`config.mk`:
```
export PLATFORM = sky130hd
export DESIGN_NAME = crc_frame_tx
export DESIGN_NICKNAME = d
export VERILOG_FILES = /design/src/rtl/crc_tx_pkg.sv /design/src/rtl/piso_shifter.sv /design/src/rtl/crc_frame_tx.sv
export SDC_FILE = /design/constraint.sdc
export NUM_CORES = 1
export LEC_CHECK = 0
export CAP_MARGIN = 20
export CORE_MARGIN = 2
export CORE_UTILIZATION = 49
export DETAILED_ROUTE_END_ITERATION = 6
export GPL_TIMING_DRIVEN = 0
export PLACE_DENSITY_LB_ADDON = 0.1
export SYNTH_ARGS = -nofsm -noshare
export SYNTH_HDL_FRONTEND = slang
export SYNTH_SLANG_ARGS = --single-unit
```
`constraint.sdc`:
```
create_clock -name CLK -period 1.85 [get_ports CLK]
set_input_delay 0.37 -clock CLK [delete_from_list [all_inputs] [get_ports CLK]]
set_output_delay 0.37 -clock CLK [all_outputs]
set_load 0.1 [all_outputs]
```
`src/rtl/crc_tx_pkg.sv`:
```
// Shared definitions for the serial CRC frame transmitter.
// Holds the transmitter state encoding and the default word / CRC widths.
// Ports: none (package).
package crc_tx_pkg;

  localparam int DEF_DATA_WIDTH = 8;
  localparam int DEF_CRC_WIDTH  = 8;

  typedef enum logic [2:0] {
    IDLE,
    SHIFT,
    CRC_WAIT,
    CRC_OUT,
    FLUSH
  } state_t;

endpackage

```
`src/rtl/piso_shifter.sv`:
```
// Parallel-in serial-out shift register, LSB first.
// Ports: CLK/RST clock and async active-high reset; load captures din;
//        shift moves the register right one bit; dout is the current LSB.
module piso_shifter
  import crc_tx_pkg::*;
#(
  parameter int W = DEF_DATA_WIDTH
) (
  input  logic         CLK,
  input  logic         RST,
  input  logic         load,
  input  logic         shift,
  input  logic [W-1:0] din,
  output logic         dout
);

  logic [W-1:0] sreg;

  // load wins over shift so a back-to-back word replaces the spent one.
  always_ff @(posedge CLK or posedge RST) begin
    if (RST) begin
      sreg <= '0;
    end else if (load) begin
      sreg <= din;
    end else if (shift) begin
      sreg <= {1'b0, sreg[W-1:1]};
    end
  end

  assign dout = sreg[0];

endmodule

```
`src/rtl/crc_frame_tx.sv`:
```
// Serialises payload words LSB first toward an external CRC block, then
// forwards that block's serial CRC onto the line; an underrun flushes the CRC.
// Ports: byte_* word handshake in; ser_data/ser_active to CRC block;
//        crc_bit/crc_valid from CRC block; tx_out/tx_en line; busy/done/err status.
module crc_frame_tx
  import crc_tx_pkg::*;
#(
  parameter int DATA_WIDTH = DEF_DATA_WIDTH,
  parameter int CRC_WIDTH  = DEF_CRC_WIDTH
) (
  input  logic                  CLK,
  input  logic                  RST,
  input  logic [DATA_WIDTH-1:0] byte_data,
  input  logic                  byte_valid,
  input  logic                  byte_last,
  output logic                  byte_ready,
  output logic                  ser_data,
  output logic                  ser_active,
  input  logic                  crc_bit,
  input  logic                  crc_valid,
  output logic                  tx_out,
  output logic                  tx_en,
  output logic                  busy,
  output logic                  done,
  output logic                  err
);

  // The counter must reach CRC_WIDTH in FLUSH and DATA_WIDTH-1 in SHIFT.
  localparam int CNT_MAX = (DATA_WIDTH > CRC_WIDTH + 1) ? DATA_WIDTH : CRC_WIDTH + 1;
  localparam int CNT_W   = $clog2(CNT_MAX) + 1;

  localparam logic [CNT_W-1:0] BIT_LAST   = CNT_W'(DATA_WIDTH - 1);
  localparam logic [CNT_W-1:0] CRC_LAST   = CNT_W'(CRC_WIDTH - 1);
  localparam logic [CNT_W-1:0] FLUSH_LAST = CNT_W'(CRC_WIDTH);

  state_t           state, state_nx;
  logic [CNT_W-1:0] cnt, cnt_nx;
  logic             last_flag, last_nx;
  logic             load, shift, ready_int;
  logic             sout;

  piso_shifter #(.W(DATA_WIDTH)) u_piso (
    .CLK   (CLK),
    .RST   (RST),
    .load  (load),
    .shift (shift),
    .din   (byte_data),
    .dout  (sout)
  );

  always_ff @(posedge CLK or posedge RST) begin
    if (RST) begin
      state     <= IDLE;
      cnt       <= '0;
      last_flag <= 1'b0;
    end else begin
      state     <= state_nx;
      cnt       <= cnt_nx;
      last_flag <= last_nx;
    end
  end

  always_comb begin
    state_nx  = state;
    cnt_nx    = cnt;
    last_nx   = last_flag;
    load      = 1'b0;
    shift     = 1'b0;
    ready_int = 1'b0;
    case (state)
      IDLE: begin
        ready_int = 1'b1;
        if (byte_valid) begin
          load     = 1'b1;
          last_nx  = byte_last;
          cnt_nx   = '0;
          state_nx = SHIFT;
        end
      end
      SHIFT: begin
        if (cnt == BIT_LAST) begin
          // Only the final bit of a non-last word can take the next word,
          // which keeps the payload stream gap-free.
          ready_int = ~last_flag;
          cnt_nx    = '0;
          if (last_flag) begin
            state_nx = CRC_WAIT;
          end else if (byte_valid) begin
            load    = 1'b1;
            last_nx = byte_last;
          end else begin
            state_nx = FLUSH;
          end
        end else begin
          shift  = 1'b1;
          cnt_nx = cnt + 1'b1;
        end
      end
      CRC_WAIT: begin
        if (crc_valid) begin
          cnt_nx   = '0;
          state_nx = CRC_OUT;
        end
      end
      CRC_OUT: begin
        if (cnt == CRC_LAST) begin
          cnt_nx   = '0;
          state_nx = IDLE;
        end else begin
          cnt_nx = cnt + 1'b1;
        end
      end
      FLUSH: begin
        // Drain the CRC block's output without putting it on the line.
        if (cnt == FLUSH_LAST) begin
          cnt_nx   = '0;
          state_nx = IDLE;
        end else begin
          cnt_nx = cnt + 1'b1;
        end
      end
      default: begin
        state_nx = IDLE;
        cnt_nx   = '0;
      end
    endcase
  end

  // All outputs decode registered state; byte_valid never reaches them.
  // Reset holds state at IDLE, so only byte_ready needs explicit masking.
  assign byte_ready = ready_int & ~RST;
  assign ser_active = (state == SHIFT);
  assign ser_data   = ser_active & sout;
  assign tx_en      = (state == SHIFT) | (state == CRC_OUT);
  assign tx_out     = ((state == SHIFT) & sout) | ((state == CRC_OUT) & crc_bit);
  assign busy       = (state != IDLE);
  assign done       = (state == CRC_OUT) & (cnt == CRC_LAST);
  assign err        = (state == FLUSH) & (cnt == '0);

endmodule

```
Word-level counts from Yosys, hierarchy flattened --
Index checks and enable logic that the tools add are counted.
Operators by class: add/sub/neg operators 1, multipliers 0, div/mod/pow operators 0, $lt $le $gt $ge 0, equality and inequality tests 12, shift operators 0, muxes and demuxes 28, bitwise operators 9, reduce and logical (&&, ||, !) cells 9
Operators with widths (count):
- 3-bit 2-to-1 mux | 7
- 5-bit 2-to-1 mux | 4
- 5-bit case mux with 4 select lines | 1
- 8-bit 2-to-1 mux | 2
- 3-bit case mux with 5 select lines | 1
- 1-bit 2-to-1 mux | 10
- 2-bit inequality test, second input constant | 4
- 3-bit by 2-bit equality test with 1-bit output, second input constant | 2
- 1-bit case mux with 2 select lines | 3
- 6-bit AND reduction | 1
- 5-bit by 1-bit adder with 5-bit output, second input constant | 1
- 1-bit bitwise AND | 5
- 5-bit by 3-bit equality test with 1-bit output, second input constant | 1
- 5-bit by 4-bit equality test with 1-bit output, second input constant | 1
- 5-bit zero test | 1
- 2-bit nonzero test | 2
- 3-bit by 1-bit equality test with 1-bit output, second input constant | 1
- 3-bit equality test, second input constant | 1
- 3-bit zero test | 1
- 3-bit by 2-bit inequality test with 1-bit output, second input constant | 1
- 3-bit AND reduction | 1
- 3-bit nonzero test | 1
- 2-bit by 1-bit inequality test with 1-bit output, second input constant | 1
- 1-bit NOT | 2
- 3 further kinds | 4
Word-level totals: register bits after elaboration 17, bits in latches 0, memory bits (writable) 0, bits in read-only memories 0, bits of input ports 14, output and inout port bits 8, memories kept 0

Longest topological paths before layout --
Gate-level depths: netlist of run 1.
depth after elaboration 5, mapped depth 6

Modules after synthesis --
Synthesis of run 1 repeated with hierarchy kept, for this count alone.
Second synthesis, totals: cells, all modules 111, area, all modules 1048.5 um^2
Modules (own cells, without submodules):
- crc_frame_tx | instances 1, cells an instance 76, area each 675.6 um^2, sequential area each 225.2 um^2
- piso_shifter | instances 1, cells an instance 35, area each 372.9 um^2, sequential area each 200.2 um^2

Worst setup path before layout of run 1 --
No wires, ideal clock.
kind register to output, start register cnt[0], end output byte_ready, arrival time 3802 ps, data required time 1480 ps, slack -2322 ps, cell stages (with the launch flop) 5, cells stage by stage dfrtp_1 > ha_1 > nand4bb_4 > o21a_1 > nor4_1
On the way: word-level cells in the longest chain between the ends 4
Ends and longest elaborated chain:
- start, declared | line crc_frame_tx.sv:37 | logic [CNT_W-1:0] cnt, cnt_nx;
- start signal, assigned | line crc_frame_tx.sv:58 | cnt <= cnt_nx;
- 5-bit by 3-bit equality test with 1-bit output | line crc_frame_tx.sv:81 | if (cnt == BIT_LAST) begin
- 1-bit 2-to-1 mux | line crc_frame_tx.sv:81
- 1-bit case mux with 2 select lines | line crc_frame_tx.sv:70 | case (state)
- 1-bit bitwise AND | line crc_frame_tx.sv:131 | assign byte_ready = ready_int & ~RST;
- end, declared | line crc_frame_tx.sv:16 | output logic byte_ready,
No other way between the ends.

Final worst setup path of run 1 --
start register cnt[1], end output byte_ready
Same word-level chain as after synthesis.

==> results of run 1 <==
-- layout make-up --
class | count | area, sq um | area share [%]
clock buffers | 4 | 26.3 | 1.68
plain buffers | 3 | 30.0 | 1.92
inverters | 4 | 17.5 | 1.12
flip-flops and latches | 17 | 428 | 27.3
repair buffers | 39 | 384 | 24.5
well taps | 27 | 33.8 | 2.16
multi-input cells | 76 | 646 | 41.2
-- power by group --
group / internal [W] / switching, W / total, W / leakage (nW)
clock: 0.0000837 / 0.000115 / 0.000198 / 0.0150
combinational: 0.000879 / 0.00122 / 0.00210 / 0.449
sequential: 0.000516 / 0.000131 / 0.000646 / 0.216
-- cell families after synthesis --
family          after synthesis  share of synthesized area [%]
fa+ha+maj                     2                           2.49
compound gates               27                           20.0
mux                           2                           2.12
buf+inv                       7                           2.99
flops                        17                           42.4
simple gates                 45                           30.1
-- synth_stat cells (2+ instances only) --
| cell | instances | area, sq um |
|---|---|---|
| sky130_fd_sc_hd__buf_2 | 3 | 15.0 |
| sky130_fd_sc_hd__nand3_1 | 2 | 10.0 |
| sky130_fd_sc_hd__or3_1 | 2 | 12.5 |
| sky130_fd_sc_hd__o21ai_1 | 4 | 20.0 |
| sky130_fd_sc_hd__nand2_1 | 11 | 41.3 |
| sky130_fd_sc_hd__a221o_1 | 7 | 70.1 |
| sky130_fd_sc_hd__inv_1 | 3 | 11.3 |
| sky130_fd_sc_hd__ha_1 | 2 | 25.0 |
| sky130_fd_sc_hd__nand2b_1 | 3 | 18.8 |
| sky130_fd_sc_hd__nor2_1 | 4 | 15.0 |
| sky130_fd_sc_hd__dfrtp_1 | 17 | 425 |
| sky130_fd_sc_hd__o2bb2ai_1 | 3 | 26.3 |
| sky130_fd_sc_hd__and3_1 | 2 | 12.5 |
| sky130_fd_sc_hd__and2_1 | 8 | 50.1 |
| sky130_fd_sc_hd__a21oi_1 | 5 | 25.0 |
-- sequential cells by signal (all words and copies together), names as in the netlist --
signal,cells
last_flag,1
u_piso.sreg,8
state,3
cnt,5
-- layout by cell type, fill, tap and decap left out, types with 2 or more instances in the layout --
| cell type | netlist | routed |
|---|---|---|
| sky130_fd_sc_hd__nand3_1 | 2 | 2 |
| sky130_fd_sc_hd__a221o_1 | 7 | 7 |
| sky130_fd_sc_hd__nor2_1 | 4 | 2 |
| sky130_fd_sc_hd__a21oi_1 | 5 | 5 |
| sky130_fd_sc_hd__and2_1 | 8 | 7 |
| sky130_fd_sc_hd__clkdlybuf4s50_1 | 0 | 13 |
| sky130_fd_sc_hd__or3_1 | 2 | 2 |
| sky130_fd_sc_hd__nor2_4 | 1 | 3 |
| sky130_fd_sc_hd__o2bb2ai_1 | 3 | 3 |
| sky130_fd_sc_hd__inv_1 | 3 | 2 |
| sky130_fd_sc_hd__clkbuf_4 | 0 | 3 |
| sky130_fd_sc_hd__o21ai_1 | 4 | 4 |
| sky130_fd_sc_hd__dfrtp_2 | 0 | 2 |
| sky130_fd_sc_hd__buf_6 | 0 | 5 |
| sky130_fd_sc_hd__buf_4 | 0 | 19 |
| sky130_fd_sc_hd__nand2_1 | 11 | 11 |
| sky130_fd_sc_hd__nand2b_1 | 3 | 2 |
| sky130_fd_sc_hd__dfrtp_1 | 17 | 15 |
| sky130_fd_sc_hd__buf_12 | 0 | 4 |
| sky130_fd_sc_hd__ha_4 | 0 | 2 |
-- metrics by stage --
| step | setup TNS (ns) | hold slack [ns] | setup WS (ns) | power, W |
|---|---|---|---|---|
| 4_1_cts | -0.214 | 0.520 | -0.166 | 0.00273 |
| 5_1_grt | -0.605 | 0.537 | -0.255 | 0.00311 |
| 2_1_floorplan | -0.656 | 0.296 | -0.491 | 0.00199 |
| 3_3_place_gp | -4.98 | 0.487 | -0.838 | 0.00229 |
| 3_5_place_dp | -5.15 | 0.498 | -0.872 | 0.00234 |
| 6_report | -0.339 | 0.522 | -0.182 | 0.00294 |
-- worst paths after layout --
check,end,slack (ns)
max in group asynchronous,cnt[3]$_DFFE_PP0P_,0.85
worst min register to register,u_piso.sreg[1]$_DFFE_PP0P_,0.52
worst max-delay path,byte_ready,-0.18
worst max register to register,u_piso.sreg[1]$_DFFE_PP0P_,0.06
min in group asynchronous,state[2]$_DFFE_PP0P_,0.55
worst min-delay path,u_piso.sreg[1]$_DFFE_PP0P_,0.52
-- timing repair --
action,CTS,global route
cloned,0,1
endpoints found under the setup margin,8,15
pin swaps,6,6
endpoints found under the hold margin,0,0
gates resized for setup,67,8
buffers inserted,12,5
-- metal layers --
layer	up-vias	GRT usage (%)	part of all wire [%]
met1	459	29.8	43
met3	5	3.68	5.4
li1	461	-	-
met5	-	0	0
met2	28	37.4	50
met4	0	9.52	1.1
==> flow_summary_export.csv, run 1 <==
group,metric,value,unit
setup_path,timing.setup.critical_path_class,"flop to output port",
clock_tree,cts_tree,"built",
global_routing,grt.total_usage,22.8,%
sta,unrepaired_setup_endpoints_after_global_routing,"yes",
setup_path,critPathRequiredTime,1.48,ns
global_routing,grt_start_max_net_pins,18,
routing,avgViaCountPerCell,5.61,
clock_tree,cts_hold_buf,0,
setup_path,cp_cell_sequence,"ha_4 > nand4bb_4 > o21a_4 > nor4_4 > buf_6",
status,failed_checks,"negative setup slack",
setup_path,worst_setup_path_end_kind,"output port",
cells_and_area,final_cell_count_no_fill,170,
cells_and_area,drive_above_1_share,38.5,%
routing,final_antenna_net_count,0,
worst_hold_path,min_path_type,"flop to flop",
setup_path,cp-start-kind,"flop",
routing,wirelength_routed,2630,microns
routing,drcViolationCount,0,
setup_path,slowest_stage,"sky130_fd_sc_hd__dfrtp_1",
die,count_of_standard_cell_rows,16,
global_routing,number_of_antenna_violations_at_the_first_check_in_global_routing,0,
clock_tree,cts_root_buf,"sky130_fd_sc_hd__clkbuf_4",
sta,post-route-period-util,110,%
clock_tree,cts.path.max_buffers,2,
clock_tree,ctsHtreeMaxLevel,1,
synthesis,yosys_register_bits,17,
synthesis,synth_enable_flop_cells,0,
cells_and_area,layout.core_utilization,80.6,%
cells_and_area,nets,160,
placement,port_buffers,21,
synthesis,yosys_warns,0,
cells_and_area,area_growth_syn_to_layout,56.0,%
clock_tree,clock_buffers_created_by_tritoncts,3,
die,fp.dieW,49.3,microns
global_routing,first_pass_grt_wire_length,4220,microns
synthesis,syn-num-nets,116,
cells_and_area,insertedDiodeCount,0,
sta,report.final.hold_viol_count,0,
sta,maxSlewHeadroom,56.8,%
synthesis,yosys.cell_types.count,39,
die,core_region_area,1940,sq um
placement,gp_congestion,0.855,
cells_and_area,layout.cell_area.non_filler,1570,sq um
clock_tree,clk_lat_worst_skew,0.29,ns
cells_and_area,final.fill_count,116,
synthesis,synth_sequential_area_ratio,42.4,%
routing,drt_iter0_markers,18,
setup_path,worstPathArrival,1.66,ns
die,io_pins,22,
setup_path,crit_cells,5,
global_routing,gr-total-overflow,0,
worst_hold_path,timing.hold.worst_path_depth,1,
sta,max_freq,492,MHz
die,chipHeight,49.3,microns
routing,vias_post_dr,953,
routing,detailedRoute.firstPassIterationCount,4,
synthesis,mean_instance_size_in_the_synthesized_netlist,10.0,sq um
placement,dp_cells,148,
power,power_leakage,0.680,nW
synthesis,async_reset_ff_share,100,%
flow_run,drv.max_cap_violation_count,0,
placement,dpl-instance-area,1320,sq um
global_routing,first_global_vias,903,
setup_path,cp_max_stage_delay,0.42,ns
setup_path,worstSetupStartpoint,"cnt[1]$_DFFE_PP0P_",
synthesis,post_synth_inst_count,100,
routing,routed_wire_length_per_instance,15.4,microns
die,start_util,51.7,%
setup_path,crit_path_max_fanout,3,
clock_tree,cts.clk_slew.worst_paths,0.10,ns
die,floorplan_die_area,2430,sq um
sta,slew_viol_final,0,
sta,timing.final.ws_setup,-0.182,ns
power,pwr_density_cell,1880,nW/um^2
sta,timing.final.crit_period,2.03,ns
sta,final.setup_skew,0.00551,ns
sta,worst-slew-pin-transition,0.648,ns
placement,hpwlAfterDp,1660,microns
setup_path,timing.rr.start,"cnt[1]$_DFFE_PP0P_",
setup_path,crit_family,"flip-flops",
power,peakVddDrop,1.09,mV
setup_path,critical_path.n_buffers_inverters,1,
sta,report.final.setup_viol,3,
setup_path,r2r.worst_path.cells,8,
synthesis,synth_ff_type,"sky130_fd_sc_hd__dfrtp_1",
clock_tree,clock_sink_count,17,
status,result_of_the_run,"finished with violations",
worst_hold_path,worst_hold_startpoint,"u_piso.sreg[1]$_DFFE_PP0P_",
synthesis,synthesis.area,1000,sq um
No activity file was read; power rests on OpenSTA's default activity.
==> inputs of run 2 (changes only) <==
ABC_AREA = 1   (was unset)
CORE_UTILIZATION = 50   (was 49)
GPL_TIMING_DRIVEN = 1   (was 0)
==> run 2 against run 1 <==
Net effect:
- via count rose by 16%
- critical endpoint is now done
- global-route usage fell by 1.4 points
- highest routed layer unchanged
- sequential share of layout area rose by 0.20 points
- die area rose by 4.6%
- critical path depth rose by 1
- worst setup slack improved by 0.13 ns
- flip-flop and latch count did not move
- the flow still finishes with violations (negative setup slack)
- clock skew fell by 0.0021 ns
- core utilization fell by 3.0 points
- synthesized cell count rose by 43%
- routed wire length fell by 4.7%
- count of clock-buffer cells in the layout did not move
==> flow_summary_export.csv, run 2 <==
group,metric,value,unit
sta,max_freq,525,MHz
cells_and_area,layout.core_utilization,77.6,%
global_routing,first_pass_grt_wire_length,4150,microns
placement,dp_slack,0.150,ns
global_routing,grt.total_usage,21.4,%
die,chipHeight,50.4,microns
setup_path,critical_path.n_buffers_inverters,2,
die,start_util,53.7,%
synthesis,synth_ff_type,"sky130_fd_sc_hd__dfrtp_1",
cells_and_area,max_flop_register,"u_piso.sreg",
sta,unrepaired_setup_endpoints_after_global_routing,"yes",
placement,dpl-instance-area,1460,sq um
clock_tree,cts_hold_buf,0,
die,core_region_area,2000,sq um
setup_path,worst_setup_path_end_kind,"output port",
clock_tree,cts.clk_slew.worst_paths,0.10,ns
clock_tree,clock_sink_count,17,
clock_tree,clk_lat_worst_skew,0.30,ns
cells_and_area,max_ffs_per_register,8,
synthesis,synth.largest_area_cell,"sky130_fd_sc_hd__dfrtp_1",
cells_and_area,layout_common_cells,"sky130_fd_sc_hd__nand2_1 (33), sky130_fd_sc_hd__nand3_1 (29), sky130_fd_sc_hd__dfrtp_1 (15)",
cells_and_area,layout.cell_area.non_filler,1550,sq um
clock_tree,ctsHtreeMaxLevel,1,
cells_and_area,insertedDiodeCount,0,
routing,drcViolationCount,0,
setup_path,cp-start-kind,"flop",
die,floorplan_die_area,2540,sq um
setup_path,crit_path_frequent_cell,"sky130_fd_sc_hd__nand2_2",
die,fp.dieW,50.4,microns
setup_path,cp_cell_sequence,"ha_2 > nand2_2 > inv_2 > nand2_2 > nor3_4 > buf_12",
cells_and_area,nets,196,
synthesis,syn-num-nets,159,
routing,detailedRoute.firstPassIterationCount,4,
setup_path,slowest_stage,"sky130_fd_sc_hd__dfrtp_1",
setup_path,crit_family,"flip-flops",
clock_tree,cts_tree,"built",
global_routing,grt_start_max_net_pins,11,
placement,dp_cells,194,
synthesis,synthesis.area,1070,sq um
die,io_pins,22,
synthesis,yosys.cell_types.count,25,
synthesis,synthTopCellsByArea,"sky130_fd_sc_hd__dfrtp_1 (40%), sky130_fd_sc_hd__nand3_1 (14%), sky130_fd_sc_hd__nand2_1 (12%)",
cells_and_area,layout_top_registers,"u_piso.sreg (8), cnt (5), state (3)",
placement,gp_congestion,0.797,
setup_path,crit_path_max_fanout,5,
synthesis,synth_enable_flop_cells,0,
sta,maxSlewHeadroom,80.6,%
sta,post-route-period-util,103,%
synthesis,synth_sequential_area_ratio,39.6,%
routing,final_antenna_net_count,0,
setup_path,worstPathArrival,1.54,ns
routing,drt_iter0_markers,29,
cells_and_area,final.fill_count,138,
sta,worst-slew-pin-transition,0.290,ns
cells_and_area,area_growth_syn_to_layout,44.6,%
routing,routed_wire_length_per_instance,12.1,microns
sta,report.final.hold_viol_count,0,
routing,wirelength_routed,2500,microns
synthesis,mean_instance_size_in_the_synthesized_netlist,7.52,sq um
sta,timing.final.crit_period,1.91,ns
synthesis,yosys_register_bits,17,
cells_and_area,final_cell_count_no_fill,206,
sta,slew_viol_final,0,
power,pwr_density_cell,1760,nW/um^2
sta,hold_ws,0.463,ns
placement,hpwlAfterDp,1830,microns
cells_and_area,mostFrequentLayoutCell,"sky130_fd_sc_hd__nand2_1",
power,power_leakage,0.737,nW
synthesis,async_reset_ff_share,100,%
status,failed_checks,"negative setup slack",
routing,avgViaCountPerCell,5.38,
global_routing,first_global_vias,1029,
placement,port_buffers,21,
global_routing,number_of_antenna_violations_at_the_first_check_in_global_routing,0,
synthesis,yosys_warns,0,
clock_tree,clock_buffers_created_by_tritoncts,3,
sta,report.final.setup_viol,3,
status,result_of_the_run,"finished with violations",
setup_path,cp_max_stage_delay,0.38,ns
power,peakVddDrop,0.915,mV
global_routing,gr-total-overflow,0,
worst_hold_path,min_path_type,"primary input to asynchronous set/reset pin",
synthesis,post_synth_most_frequent_cells,"sky130_fd_sc_hd__nand2_1 (34), sky130_fd_sc_hd__nand3_1 (30), sky130_fd_sc_hd__dfrtp_1 (17)",
clock_tree,cts_root_buf,"sky130_fd_sc_hd__clkbuf_4",
synthesis,post_synth_inst_count,143,
sta,final.setup_skew,0.00338,ns
synthesis,yosysTopAreaCellShare,39.6,%
setup_path,critPathRequiredTime,1.48,ns
clock_tree,cts.path.max_buffers,2,
die,count_of_standard_cell_rows,16,
sta,timing.final.ws_setup,-0.0562,ns
cells_and_area,drive_above_1_share,30.7,%
synthesis,synthMostInstantiatedCell,"sky130_fd_sc_hd__nand2_1",
setup_path,timing.setup.critical_path_class,"flop to output port",
routing,vias_post_dr,1109,
flow_run,drv.max_cap_violation_count,0,
-- run 2: changes by cell type in the layout (fill, tap and decap cells not counted), moves of 4 or more --
cell,previous run,this run
sky130_fd_sc_hd__a221o_1,7,0
sky130_fd_sc_hd__buf_6,5,0
sky130_fd_sc_hd__nand3_1,2,29
sky130_fd_sc_hd__inv_1,2,11
sky130_fd_sc_hd__buf_12,4,8
sky130_fd_sc_hd__nor2_1,2,6
sky130_fd_sc_hd__nand2_1,11,33
sky130_fd_sc_hd__buf_4,19,14
sky130_fd_sc_hd__nand2_2,1,6
sky130_fd_sc_hd__nor2_2,0,5
sky130_fd_sc_hd__and2_1,7,0
-- run 2: worst reg2reg max path, delay by kind of cell (launching register included) --
kind | cells | cell delay, ns
and+or+nand+nor | 6 | 0.48
buffers and inverters | 4 | 0.42
DFF | 1 | 0.38
adders and majority gates | 1 | 0.20
-- run 2: per-stage QoR --
| stage | total power (W) | TNS (ns) |
|---|---|---|
| finish | 0.00274 | -0.102 |
| global route | 0.00293 | -0.327 |
| global placement | 0.00239 | 0 |
| floorplan | 0.00192 | -0.691 |
| CTS | 0.00269 | -0.0815 |
| detailed placement | 0.00242 | 0 |
-- run 2: routing by layer --
layer  track usage [%]  vias to the layer above  wire length [microns]
li1                  -                      538                      -
met1              26.6                      527                   1100
met2              37.1                       36                   1220
met3              2.08                        8                    129
met4              10.4                        0                     47
met5                 0                        -                      0
-- run 2: final timing paths --
check	slack, ns	startpoint	depth (start not counted)	to
setup / recovery	-0.06	cnt[0]$_DFFE_PP0P_	6	done
max in group asynchronous	1.25	RST	3	state[2]$_DFFE_PP0P_
hold / removal	0.46	RST	3	cnt[1]$_DFFE_PP0P_
setup reg to reg	0.26	cnt[0]$_DFFE_PP0P_	11	u_piso.sreg[5]$_DFFE_PP0P_
hold reg to reg	0.50	u_piso.sreg[3]$_DFFE_PP0P_	2	u_piso.sreg[2]$_DFFE_PP0P_
min in group CLK	0.50	u_piso.sreg[3]$_DFFE_PP0P_	2	u_piso.sreg[2]$_DFFE_PP0P_
-- run 2: area by class of cell --
type,count,area (sq um),share of cell area [%]
Clock buffer,4,26.3,1.69
Inverter,17,66.3,4.27
Multi-Input combinational cell,106,604,38.9
Sequential cell,17,428,27.5
Tap cell,27,33.8,2.17
Timing Repair Buffer,35,395,25.4
-- run 2: what timing repair did --
| item | in CTS | in global routing |
|---|---|---|
| endpoints found under the setup margin | 5 | 4 |
| setup buffers | 4 | 4 |
| pin swaps | 2 | 4 |
| gates resized for setup | 5 | 0 |
-- run 2: power breakdown --
part	internal, W	total [W]	switching, W
Sequential	0.000524	0.000646	0.000122
Clock	0.0000840	0.000204	0.000120
Combinational	0.000695	0.00189	0.00119
-- run 2: kinds of logic (layout without fill, tap and decap cells) --
family	count (synthesis)	after routing	synth area share, %
DFF	17	17	39.6
and+or+nand+nor	92	92	43.0
AOI/OAI and AO/OA	10	10	4.77
xor gates and xnor gates	2	2	1.63
adders and majority gates	2	2	2.33
buffers and inverters	20	56	8.73
==> inputs of run 3 (changes only) <==
GPL_TIMING_DRIVEN = 0   (was 1)
==> run 3 against run 2 <==
Net effect:
- the flow still finishes with violations (negative setup slack)
- clock power rose by 4%
- core utilization unchanged
- critical path depth grew 2
- first-iteration DRC count shrank 17%
- worst setup slack got worse by 0.031 ns
- combinational power is 3% higher
- final area did not move
- via count about the same
- sequential share of layout area is 0.16 points lower
- cell count is the same
- critical endpoint is now byte_ready
==> flow_summary_export.csv, run 3 (same netlist as run 2, synthesis figures left out) <==
group,metric,value,unit
sta,hold_ws,0.504,ns
sta,report.final.hold_viol_count,0,
power,peakVddDrop,1.35,mV
cells_and_area,multi_input_comb_area,633,sq um
sta,worst-slew-pin-transition,0.699,ns
routing,drcViolationCount,0,
setup_path,crit_family,"simple AND/OR/NAND/NOR gates",
global_routing,gr-total-overflow,0,
setup_path,cp_cell_sequence,"ha_2 > nand2_2 > inv_2 > nand3_2 > nand2_4 > nand2_4 > nor2_4 > buf_12",
die,io_pins,22,
sta,unrepaired_setup_endpoints_after_global_routing,"yes",
clock_tree,clk_lat_worst_skew,0.30,ns
sta,timing.final.crit_period,1.94,ns
cells_and_area,nets,196,
status,result_of_the_run,"finished with violations",
cells_and_area,max_flop_register,"u_piso.sreg",
sta,report.final.setup_viol,5,
setup_path,critical_path.n_buffers_inverters,2,
cells_and_area,register_area,425,sq um
routing,routed_wire_length_per_instance,13.8,microns
clock_tree,cts_hold_buf,0,
die,start_util,53.7,%
power,sw_frac_of_total,54.4,%
global_routing,grt_start_max_net_pins,18,
routing,detailedRoute.firstPassIterationCount,4,
setup_path,timing.setup.critical_path_class,"flop to output port",
die,count_of_standard_cell_rows,16,
power,power_frac_seq,21.9,%
global_routing,first_pass_grt_wire_length,4090,microns
routing,wirelength_routed,2840,microns
power,pwr_density_cell,1780,nW/um^2
sta,post-route-period-util,105,%
setup_path,cp-start-kind,"flop",
setup_path,worst_setup_path_end_kind,"output port",
setup_path,r2r.worst_path.cells,8,
die,floorplan_die_area,2540,sq um
clock_tree,clock_buffers_created_by_tritoncts,3,
power,power_frac_clock,7.7,%
clock_tree,cts_root_buf,"sky130_fd_sc_hd__clkbuf_4",
clock_tree,cts.path.max_buffers,2,
die,core_region_area,2000,sq um
routing,final_antenna_net_count,0,
cells_and_area,final.fill_count,144,
worst_hold_path,worst_hold_startpoint,"u_piso.sreg[4]$_DFFE_PP0P_",
setup_path,worst-r2r-setup-slack,0.30,ns
placement,hpwlAfterDp,1770,microns
worst_hold_path,timing.hold.worst_path_depth,2,
cells_and_area,mostFrequentLayoutCell,"sky130_fd_sc_hd__nand2_1",
setup_path,cp_max_stage_delay,0.39,ns
cells_and_area,area_growth_syn_to_layout,44.6,%
power,power.net_switching,0.00151,W
routing,vias_post_dr,1108,
cells_and_area,layout_top_registers,"u_piso.sreg (8), cnt (5), state (3)",
setup_path,r2r-end,"u_piso.sreg[2]$_DFFE_PP0P_",
die,fp.dieW,50.4,microns
setup_path,worstPathArrival,1.57,ns
global_routing,first_global_vias,924,
clock_tree,clock_sink_count,17,
cells_and_area,max_ffs_per_register,8,
setup_path,crit_path_frequent_cell,"sky130_fd_sc_hd__nand2_4",
setup_path,crit_path_max_fanout,3,
cells_and_area,drive_above_1_share,31.3,%
status,failed_checks,"negative setup slack",
setup_path,timing.rr.start,"cnt[1]$_DFFE_PP0P_",
power,cell_internal_pwr,0.00126,W
setup_path,critPathRequiredTime,1.48,ns
cells_and_area,layout_common_cells,"sky130_fd_sc_hd__nand2_1 (33), sky130_fd_sc_hd__nand3_1 (29), sky130_fd_sc_hd__dfrtp_1 (17)",
sta,slew_viol_final,0,
clock_tree,cts_tree,"built",
power,power_leakage,0.737,nW
cells_and_area,layout.core_utilization,77.6,%
worst_hold_path,min_path_type,"flop to flop",
setup_path,slowest_stage,"sky130_fd_sc_hd__dfrtp_1",
clock_tree,cts.clk_slew.worst_paths,0.11,ns
routing,avgViaCountPerCell,5.38,
sta,final.setup_skew,0.00811,ns
placement,gp_congestion,0.851,
placement,port_buffers,21,
sta,setup-tns-final,-0.251,ns
cells_and_area,insertedDiodeCount,0,
routing,drt_iter0_markers,24,
sta,timing.final.ws_setup,-0.0869,ns
flow_run,drv.max_cap_violation_count,0,
power,power.combinational.fraction,70.5,%
global_routing,grt.total_usage,21.3,%
sta,max_freq,516,MHz
sta,maxSlewHeadroom,53.4,%
clock_tree,ctsHtreeMaxLevel,1,
global_routing,number_of_antenna_violations_at_the_first_check_in_global_routing,0,
setup_path,crit_cells,8,
worst_hold_path,hold_path_end,"u_piso.sreg[3]$_DFFE_PP0P_",
die,chipHeight,50.4,microns
==> run 3: cell count changes in the layout (fill, tap and decap cells not counted), moves of 2 or more <==
cell,delta
sky130_fd_sc_hd__buf_12,-3
sky130_fd_sc_hd__buf_4,-2
sky130_fd_sc_hd__buf_6,+3
sky130_fd_sc_hd__dfrtp_1,+2
sky130_fd_sc_hd__dfrtp_2,-2
sky130_fd_sc_hd__nand2_2,-3
sky130_fd_sc_hd__nand2_4,+3
sky130_fd_sc_hd__nor2_1,-2
==> run 3: what timing repair did <==
item	4_1_cts	5_1_grt
resized for setup	66	11
setup endpoints to repair	8	7
buffers inserted	3	8
hold endpoints to repair	0	0
pin swaps	3	8
==> run 3: metal layers <==
metal / track usage (%) / up-vias / share of wire, %
li1: - / 540 / -
met1: 28.2 / 516 / 42
met2: 35.5 / 47 / 51
met3: 1.79 / 5 / 5.1
met4: 9.46 / 0 / 1.7
met5: 0 / - / 0
==> run 3: worst reg2reg max path, stage by stage (launching register included) <==
cell	delay, ns
sky130_fd_sc_hd__dfrtp_1	0.39
sky130_fd_sc_hd__ha_2	0.20
sky130_fd_sc_hd__nand2_2	0.07
sky130_fd_sc_hd__inv_2	0.08
sky130_fd_sc_hd__nand2_2	0.12
sky130_fd_sc_hd__nand2_4	0.17
sky130_fd_sc_hd__clkinv_1	0.20
sky130_fd_sc_hd__nand2_1	0.12
sky130_fd_sc_hd__nand3_1	0.09
==> run 3: layout make-up <==
type	count	area share, %
repair buffers	32	21.4
well taps	27	2.17
inverters	17	4.43
clock buffers	4	1.69
flip-flops and latches	17	27.4
multi-input cells	106	40.7
plain buffers	3	2.17
==> run 3: power by group through the flow <==
stage | Sequential [W] | Clock [W] | Combinational [W]
final | 0.000607 | 0.000212 | 0.00195
after floorplan | 0.000590 | 0 | 0.00133
after global routing | 0.000624 | 0.000228 | 0.00209
after CTS | 0.000603 | 0.000219 | 0.00173
after detailed placement | 0.000610 | 0 | 0.00164
after global placement | 0.000602 | 0 | 0.00161
==> run 3: per-stage QoR <==
step                cells  total power (W)  instance area (sq um)  setup WS (ns)
floorplan             143          0.00192                   1120         -0.385
detailed placement    191          0.00225                   1360         -0.848
global route          206          0.00295                   1550         -0.159
finish                206          0.00277                   1550        -0.0869
CTS                   198          0.00255                   1460        -0.0993
global placement      191          0.00221                   1360         -0.816
==> run 3: worst max-delay path by stage <==
stage | slack [ns] | from | endpoint
after floorplan | -0.38 | state[1]$_DFFE_PP0P_ | tx_out
after global placement | -0.82 | cnt[0]$_DFFE_PP0P_ | byte_ready
after detailed placement | -0.85 | cnt[1]$_DFFE_PP0P_ | byte_ready
after CTS | -0.1 | cnt[1]$_DFFE_PP0P_ | byte_ready
after global routing | -0.16 | cnt[1]$_DFFE_PP0P_ | byte_ready
final | -0.09 | cnt[1]$_DFFE_PP0P_ | byte_ready
==> patch 1 (flow settings as in run 3) <==
Set the package constant `DEF_CRC_WIDTH` to 16 (it was 8).
--- a/src/rtl/crc_tx_pkg.sv
+++ b/src/rtl/crc_tx_pkg.sv
@@ -4,7 +4,7 @@
 package crc_tx_pkg;
 
   localparam int DEF_DATA_WIDTH = 8;
-  localparam int DEF_CRC_WIDTH  = 8;
+  localparam int DEF_CRC_WIDTH  = 16;
 
   typedef enum logic [2:0] {
     IDLE,
Function: no difference found for any inputs over 10 cycles, from zero or initial values and one cycle with RST high; that may be too few to reach the edited logic, so the function may still have changed.
==> patch 1 against run 3 <==
- the flow still finishes with violations (setup timing)
- count of clock-buffer cells in the layout stayed put
- synthesized area is 8.5% higher
- via count is 16% higher
- cell area is 15% higher
- hold slack better by 0.0084 ns
- wire length is 18% higher
- setup slack worse by 0.085 ns
- power is 7.7% higher
- register-to-register slack worse by 0.03 ns
- sequential cell count is 1 higher
- clock skew is 0.0026 ns higher
- largest power group unchanged
- die area is 7.8% higher
==> patch 1: results (changes against run 3) <==
The flow ran to the end, but the final reports show violations. Failing checks: setup timing (unchanged). The share of final-layout standard cells stronger than drive strength 1 is 36.3% (was 31.3%), and the met3 layer wire length in the routed design is 166 um (was 146 um). The number of global-route vias before repair was 1184 (was 924). The post-route worst setup slack was -0.172 ns (was -0.0869 ns). The tools report the worst reg2reg path endpoint as state[1]$_DFFE_PP0P_ (was u_piso.sreg[2]$_DFFE_PP0P_). The run gives 29.0% (was 28.2%) as the fraction of met1 tracks used by global routing. The beginning of the worst register-to-register path is cnt[0]$_DFFE_PP0P_ (was cnt[1]$_DFFE_PP0P_).

Data arrival time of the critical path: 1.65 ns (was 1.57 ns). The area fraction in compound gates after synthesis was 6.55% (was 4.77%); the number of fill cells was 149 (was 144). The setup slack of the worst register-to-register path was 0.27 ns (was 0.30 ns); the number of failing setup endpoints in the final timing report was 4 (was 5). The leakage power of the design was 0.000848 uW (was 0.000737 uW). The fraction of the yosys area taken by sequential cells is 38.6% (was 39.6%), and the largest net degree at the start of global routing is 19 (was 18). For the aggregate global-route resource usage, the log shows 24.8% (was 21.3%). The logs give 176 (was 159) for the number of nets produced by synthesis and 0.0107 ns (was 0.00811 ns) for the setup clock skew after layout. The final instance count without filler cells was 232 (was 206). The routability-driven placement congestion ratio is 0.886 (was 0.851).

The final net count came out at 221 (was 196). The number of DRC markers after the initial detailed-route iteration was 27 (was 24). The logs give 53.1% (was 53.4%) for the relative slew slack and 44.2% (was 35.5%) for the met2 capacity usage during global routing.
[patch 1: layout make-up]
| cell class | instances | area, um2 | share of cell area, % |
|---|---|---|---|
| well taps | 28 | 35.0 | 1.96 |
| repair buffers | 40 | 424 | 23.7 |
| clock buffers | 4 | 36.3 | 2.03 |
| flip-flops and latches | 18 | 455 | 25.4 |
| inverters | 20 | 85.1 | 4.75 |
| multi-input cells | 122 | 754 | 42.1 |
[patch 1: cells by family after synthesis]
family,Yosys count
and+or+nand+nor,106
buffers and inverters,20
DFF,18
AOI/OAI and AO/OA,14
adders and majority gates,2
[patch 1: power breakdown]
group	total, uW	switching (uW)	internal [uW]
logic	2060	1330	734
registers	669	126	542
clock network	253	133	120
[patch 1: what timing repair did]
| item | 4_1_cts | 5_1_grt |
|---|---|---|
| pin swaps | 3 | 10 |
| endpoints found under the setup margin | 8 | 7 |
| setup buffers | 9 | 10 |
| gates resized for setup | 71 | 21 |
==> patch 2 (settings of run 3) <==
Without the edit above. Reset style: synchronous (`RST`), changed in 2 clocked blocks. Comments in the files are not updated.
--- a/src/rtl/piso_shifter.sv
+++ b/src/rtl/piso_shifter.sv
@@ -17,7 +17,7 @@
   logic [W-1:0] sreg;
 
   // load wins over shift so a back-to-back word replaces the spent one.
-  always_ff @(posedge CLK or posedge RST) begin
+  always_ff @(posedge CLK) begin
     if (RST) begin
       sreg <= '0;
     end else if (load) begin
--- a/src/rtl/crc_frame_tx.sv
+++ b/src/rtl/crc_frame_tx.sv
@@ -48,7 +48,7 @@
     .dout  (sout)
   );
 
-  always_ff @(posedge CLK or posedge RST) begin
+  always_ff @(posedge CLK) begin
     if (RST) begin
       state     <= IDLE;
       cnt       <= '0;
Function: differs if RST is asserted again (counterexample within 4 cycles, from zero or initial values and one cycle with RST high); with RST held inactive, the same outputs for 10 cycles.
==> patch 2 against run 3 <==
- the run still ends with setup timing left
- sequential cell count did not move
- critical endpoint unchanged
- power shrank 19%
- core utilization down 4.8 points
- setup slack lost 0.038 ns
- synthesized area is 7.1% higher
- fmax shrank 1.9%
- cell area increased by 2.7%
- largest cell class unchanged
- wire length up 6.3%
- highest routed layer unchanged
==> patch 2: results (changes against run 3) <==
For the number of fill cells, the log shows 176 (was 144). The number of global-route vias before repair was 1055 (was 924). The flow ran to the end, but the final reports show violations. The tools report the post-route worst setup slack as -0.124 ns (was -0.0869 ns).

The minimum setup slack after placement is -0.973 ns (was -0.848 ns). The met2 capacity usage during global routing is 39.2% (was 35.5%), and the met3 layer wire length in the routed design is 188 um (was 146 um). The area fraction in compound gates after synthesis works out to 9.46% (was 4.77%). The share of final-layout standard cells stronger than drive strength 1 came out at 29.3% (was 31.3%).

The beginning of the worst register-to-register path is cnt[0]$_SDFFE_PP0P_ (was cnt[1]$_DFFE_PP0P_). Actual transition at the worst max-transition pin: 0.483 ns (was 0.699 ns). The run gives 0.00219 mm2 (was 0.00200 mm2) as the core outline area. The top fanout value on the critical path was 6 (was 3); the fraction of the yosys area taken by sequential cells was 29.6% (was 39.6%). Top cells by area, synth: sky130_fd_sc_hd__dfxtp_1 30%, sky130_fd_sc_hd__nand2_1 14%, sky130_fd_sc_hd__nand3_1 7.8% (was sky130_fd_sc_hd__dfrtp_1 40%, sky130_fd_sc_hd__nand3_1 14%, sky130_fd_sc_hd__nand2_1 12%). The number of failing setup endpoints in the final timing report is 3 (was 5), and the count of plain and timing-repair buffers in the layout is 32 (was 35). Number of setup buffers added after CTS: 5 (was 3). Failing checks: setup timing (unchanged). The setup clock skew after layout was 0.00520 ns (was 0.00811 ns). HPWL after detailed placement: 2040 um (was 1770 um). The layout inverter count without the clock tree came out at 25 (was 17). The routed length on met1 was 1310 um (was 1190 um). The fraction of the mapped netlist area in adder cells is 2.17% (was 2.33%). The cell with the largest stage delay on the worst path was sky130_fd_sc_hd__dfxtp_4 (was sky130_fd_sc_hd__dfrtp_1).
[patch 2: cell count changes after synthesis, sizes merged, moves of 2 or more]
cell | run 3 | this run
a21oi | 2 | 14
dfrtp | 17 | 0
dfxtp | 0 | 17
inv | 16 | 25
nand2 | 41 | 50
nand3 | 31 | 21
nand4 | 2 | 8
nor2 | 14 | 23
nor3 | 2 | 0
o21ai | 7 | 4
[patch 2: report_power, final]
| part | leakage, uW | internal (uW) | switching (uW) |
|---|---|---|---|
| registers | 0.000143 | 487 | 99.1 |
| clock network | 0.0000150 | 83.9 | 122 |
| logic | 0.000556 | 471 | 986 |
| total | 0.000714 | 1040 | 1210 |
[patch 2: cell families (layout without fill, tap and decap cells)]
kind of cell | count (synthesis) | in the layout
and+or+nand+nor | 103 | 103
DFF | 17 | 17
xor gates and xnor gates | 1 | 1
buffers and inverters | 30 | 61
AOI/OAI and AO/OA | 21 | 21
adders and majority gates | 2 | 2
